==> src/rtl/mac_div.sv <==
`timescale 1ns / 1ps
`default_nettype none
// ============================================================================
//  Module   : mac_div
//  Purpose  : Sequential restoring divider. Splits an accumulated DW-bit value
//             into quotient and remainder by a VW-bit divisor, one quotient
//             bit per clock.
//  Ports    : clk        rising-edge clock
//             rst        asynchronous active-high reset
//             start      request, sampled only while idle
//             dividend   DW-bit numerator, sampled on the accepting edge
//             divisor    VW-bit unsigned denominator, sampled on accept
//             busy       high while a division is in progress
//             done       one-cycle pulse, results valid
//             quotient   DW-bit unsigned quotient (held until next result)
//             remainder  VW-bit unsigned remainder (held until next result)
//             div_zero   set with done when the divisor was zero
//  Revision : 1.0  initial release
// ============================================================================
module mac_div #(
  parameter int DW = 16,
  parameter int VW = 8
) (
  input  logic          clk,
  input  logic          rst,
  input  logic          start,
  input  logic [DW-1:0] dividend,
  input  logic [VW-1:0] divisor,
  output logic          busy,
  output logic          done,
  output logic [DW-1:0] quotient,
  output logic [VW-1:0] remainder,
  output logic          div_zero
);

  localparam int CW = (DW > 1) ? $clog2(DW) : 1;

  typedef enum logic [1:0] {
    S_IDLE = 2'd0,
    S_RUN  = 2'd1,
    S_DONE = 2'd2
  } state_t;

  state_t        state_q, state_d;
  logic [VW-1:0] divisor_q, divisor_d;
  logic [VW-1:0] prem_q, prem_d;     // partial remainder, always < divisor
  logic [DW-1:0] sreg_q, sreg_d;     // dividend bits out, quotient bits in
  logic [CW-1:0] cnt_q, cnt_d;
  logic          dz_q, dz_d;         // accepted request had a zero divisor
  logic [DW-1:0] quot_q, quot_d;
  logic [VW-1:0] rem_q, rem_d;
  logic          divz_q, divz_d;

  // The shifted partial remainder needs one extra bit: 2*prem+1 can reach
  // 2*divisor-1. Its difference with the divisor always lies within
  // (-2^VW, 2^VW), so the top bit of the trial is a clean borrow flag.
  logic [VW:0]   w_shift;
  logic [VW:0]   w_trial;
  logic          w_fit;
  logic [VW-1:0] w_prem_next;
  logic [DW-1:0] w_sreg_next;

  assign w_shift     = {prem_q, sreg_q[DW-1]};
  assign w_trial     = w_shift - {1'b0, divisor_q};
  assign w_fit       = ~w_trial[VW];
  assign w_prem_next = w_fit ? w_trial[VW-1:0] : w_shift[VW-1:0];
  assign w_sreg_next = {sreg_q[DW-2:0], w_fit};

  always_comb begin
    state_d   = state_q;
    divisor_d = divisor_q;
    prem_d    = prem_q;
    sreg_d    = sreg_q;
    cnt_d     = cnt_q;
    dz_d      = dz_q;
    quot_d    = quot_q;
    rem_d     = rem_q;
    divz_d    = divz_q;

    case (state_q)
      S_IDLE: begin
        if (start) begin
          divisor_d = divisor;
          prem_d    = '0;
          sreg_d    = dividend;
          cnt_d     = CW'(DW - 1);
          dz_d      = (divisor == '0);
          state_d   = S_RUN;
        end
      end

      S_RUN: begin
        if (dz_q) begin
          // Zero divisor spends a single RUN cycle so done lands after E1.
          quot_d  = '1;
          rem_d   = '0;
          divz_d  = 1'b1;
          dz_d    = 1'b0;
          state_d = S_DONE;
        end else begin
          prem_d = w_prem_next;
          sreg_d = w_sreg_next;
          cnt_d  = cnt_q - CW'(1);
          if (cnt_q == '0) begin
            quot_d  = w_sreg_next;
            rem_d   = w_prem_next;
            divz_d  = 1'b0;
            state_d = S_DONE;
          end
        end
      end

      S_DONE: begin
        state_d = S_IDLE;
      end

      default: begin
        state_d = S_IDLE;
      end
    endcase
  end

  always_ff @(posedge clk or posedge rst) begin
    if (rst) begin
      state_q   <= S_IDLE;
      divisor_q <= '0;
      prem_q    <= '0;
      sreg_q    <= '0;
      cnt_q     <= '0;
      dz_q      <= 1'b0;
      quot_q    <= '0;
      rem_q     <= '0;
      divz_q    <= 1'b0;
    end else begin
      state_q   <= state_d;
      divisor_q <= divisor_d;
      prem_q    <= prem_d;
      sreg_q    <= sreg_d;
      cnt_q     <= cnt_d;
      dz_q      <= dz_d;
      quot_q    <= quot_d;
      rem_q     <= rem_d;
      divz_q    <= divz_d;
    end
  end

  assign busy      = (state_q == S_RUN);
  assign done      = (state_q == S_DONE);
  assign quotient  = quot_q;
  assign remainder = rem_q;
  assign div_zero  = divz_q;

endmodule
`default_nettype wire

==> config.mk <==
export PLATFORM = sky130hd
export DESIGN_NAME = mac_div
export DESIGN_NICKNAME = d
export VERILOG_FILES = /design/src/rtl/mac_div.sv
export SDC_FILE = /design/constraint.sdc
export NUM_CORES = 1
export LEC_CHECK = 0
export ABC_AREA = 1
export BUFFER_PORTS_ARGS = -buffer_cell sky130_fd_sc_hd__buf_2
export CAP_MARGIN = 20
export CORE_UTILIZATION = 30
export DETAILED_ROUTE_END_ITERATION = 12
export RECOVER_POWER = 50
export REMOVE_ABC_BUFFERS = 1
export SYNTH_ARGS = -nofsm -noshare
export SYNTH_HDL_FRONTEND = slang
export SYNTH_SLANG_ARGS = --single-unit
==> constraint.sdc <==
create_clock -name clk -period 3.75 [get_ports clk]
set_input_delay 0.75 -clock clk [delete_from_list [all_inputs] [get_ports clk]]
set_output_delay 0.75 -clock clk [all_outputs]
set_load 0.01 [all_outputs]
==> run metrics <==
Max Slew Vio Count 0; Worst Tran Pin Value roughly 1.3 ns; FF-to-FF Start cnt_q[0]$_DFFE_PP0P_; flop2flop setup slack 1.42 ns; Max-slew headroom between 10% and 20%; M2 GR Usage 23.64%; # port buffers between 50 and 60; Comb power frac 56.2%; Avg WL per Cell 12.83 um; Setup violations, final 0; Sequential Power Share 31.0%; CTS max path bufs 2; Yosys reg bits 64; Hold Crit Depth 2; Tcrit/Tclk final between 60% and 70%; max_cap viols 0; clock group share of total power 12.8%; # IOs between 50 and 60; Reg clk slew, reported paths approximately 0.08 ns; total grt overflow 0; Synthesis Warnings 0; CP endpoint kind flop; post-synth cell types 33; Internal about 0.0021 W; cts bufs inserted 9; DP HPWL 5723 um; Fmax ~430 MHz; Core ar. ~0.011 mm^2; GPL Wtd Cong between 0.8 and 0.9; First-pass DRT Iterations 5; critical path fanouts, max 34; Initial Util between 30% and 40%; crit path DAT 2.55 ns; Hold WC Path Type reg2reg; Clk Latency, worst-skew pair ~0.35 ns; Critical Path RT about 4 ns; critical path startpoint category flop; Die Ht about 110 um; Iteration-0 DRC Markers ~140; met3 GRT Util 3.208%; initial antenna violation count 0; fin crit period roughly 2.3 ns; TritonCTS clock tree yes; Area Overhead vs Synth 16.52%; first-pass GRT wire length 12750 um; capture point of the critical path quotient[0]$_DFFE_PP0P_; layout cells sized above 1 about a fifth; status complete, no violations; mean number of vias per cell 4.578; Vias about 2.7k; CTS resizes 0; skew final roughly 0.016 ns; RSZ-0062 raised after global routing no; vias in the first global route 2637; Hold Worst Slack between 0.4 and 0.5 ns; Final Hold Fails 0; GR peak layer met2; sequential share of the synthesized area about half; full die area roughly 0.012 mm^2; Mapped Cells 398; pin count of the biggest net entering global routing 35; GRT Util Overall between 10% and 20%; Rows 38; TNS Setup 0 ns; Die Width 107.3 um; Fillers approximately 1.2k; # nets final around 490; routed wire length around 7600 um; Net Sw Power a little under 0.002 W; Sw Ratio between 40% and 50%; Max VDD drop approximately 0.3 mV; Worst R2R Path Depth 8; Clock Sinks 64; pwr dens 1046 mW/mm^2; GR Layer Usage met1 a little under a fifth; CP Class reg2reg; Cell Area, Synth approximately 0.0033 mm^2; Core Util, Final between 30% and 40%; DRC Markers 0; synthesized area per cell approximately 8.4 um^2; clk root buf clkbuf_8; crit path launch cnt_q[0]$_DFFE_PP0P_; reg2reg end quotient[0]$_DFFE_PP0P_; Detail Route Antenna Nets 0; Post-CTS Setup Inserts 0; hold_buf cts 0; leakage between 2 and 2.5 nW; Antenna diodes 0; H-tree levels 3
[flip-flops by register name (all words and copies together), names as in the netlist]
name and cells:
state_q 2, quotient 16, sreg_q 16, cnt_q 4, prem_q 8, div_zero 1
remainder 8, dz_q 1, divisor_q 8
[power groups by stage]
stage / clock network (W) / registers (W) / logic [W]
after floorplan: 0 / 0.00127 / 0.00173
after CTS: 0.000535 / 0.00126 / 0.00231
after detailed placement: 0 / 0.00126 / 0.00230
after global routing: 0.000569 / 0.00129 / 0.00258
after global placement: 0 / 0.00126 / 0.00226
final: 0.000521 / 0.00126 / 0.00228
[how the worst min path moves through the flow]
stage	startpoint	to	slack [ns]
after floorplan	divisor_q[1]$_DFFE_PP0P_	divisor_q[1]$_DFFE_PP0P_	0.45
after global placement	remainder[2]$_DFFE_PP0P_	remainder[2]$_DFFE_PP0P_	0.46
after detailed placement	remainder[2]$_DFFE_PP0P_	remainder[2]$_DFFE_PP0P_	0.46
after CTS	remainder[2]$_DFFE_PP0P_	remainder[2]$_DFFE_PP0P_	0.48
after global routing	remainder[2]$_DFFE_PP0P_	remainder[2]$_DFFE_PP0P_	0.50
final	remainder[2]$_DFFE_PP0P_	remainder[2]$_DFFE_PP0P_	0.48
[final cells by class]
type | count | area, um^2 | share of cell area [%]
Sequential cell | 64 | 1602 | 41.34
Multi-Input combinational cell | 275 | 1476 | 38.11
Timing Repair Buffer | 54 | 269.0 | 6.944
Inverter | 46 | 180.2 | 4.651
Tap cell | 140 | 175.2 | 4.522
Clock buffer | 9 | 123.9 | 3.198
Clock inverter | 7 | 47.55 | 1.227
[worst max-delay path: stages (launching register included)]
cell and delay, ns:
dfrtp_1 0.37, inv_1 0.07, ha_1 0.23, nand2_1 0.13
nand2_1 0.06, nand2_1 0.75, inv_1 0.33, o21ai_1 0.20
nand2_1 0.07
[per-stage QoR]
stage / total power [W] / instance area, um^2 / std cells / setup WS, ns
floorplan: 0.002993 / 3261 / 385 / 1.402
global placement: 0.003517 / 3709 / 579 / 1.399
detailed placement: 0.003566 / 3709 / 579 / 1.423
CTS: 0.004099 / 3880 / 595 / 1.402
global route: 0.004444 / 3874 / 595 / 1.169
finish: 0.004053 / 3874 / 595 / 1.424
[cell families (layout without fill, tap and decap cells)]
family                     Yosys count  in the layout  synth area share [%]
DFF                                 64             64                 48.17
AOI/OAI and AO/OA                   54             54                 9.560
and+or+nand+nor                    208            208                 30.15
adders and majority gates           10             10                 3.990
xor gates and xnor gates             3              3                0.7905
buffers and inverters               59            116                 7.339
[cell usage in the layout (no fill, tap or decap), types with 4 or more instances in the layout]
cell type | synthesis | routed
o21ai_0 | 21 | 21
o21ai_1 | 4 | 4
a21oi_1 | 9 | 9
ha_1 | 9 | 9
a22oi_1 | 5 | 5
nor2_1 | 37 | 37
buf_2 | 6 | 50
nand2_4 | 9 | 9
nand2_1 | 115 | 116
dfrtp_1 | 64 | 64
clkbuf_8 | 0 | 9
inv_1 | 40 | 41
a31oi_1 | 12 | 12
nand3_1 | 28 | 28
nand3b_1 | 4 | 4
[metal layers]
| layer | wire (um) | vias to the layer above |
|---|---|---|
| met5 | 0 | - |
| met4 | 83 | 0 |
| met3 | 358 | 7 |
| met2 | 3511 | 71 |
| met1 | 3680 | 1265 |
| li1 | - | 1381 |
[cell usage after synthesis, drive strengths merged]
cell type,count,share of area [%]
a21oi,11,2.1
nor2,40,5.2
or2,1,0.26
xnor2,2,0.53
nand3b,4,0.90
nor3,1,0.15
inv,45,5.2
clkbuf,6,0.68
ha,9,3.4
nand4,2,0.38
o32a,1,0.30
nor4,1,0.19
fa,1,0.60
nand2,129,18
nand3,30,5.3
a22oi,5,1.1
buf,7,1.2
o21ai,25,3.8
clkinv,1,0.26
dfrtp,64,48
a31oi,12,2.3
xor2,1,0.26
No activity file was read; power rests on OpenSTA's default activity.
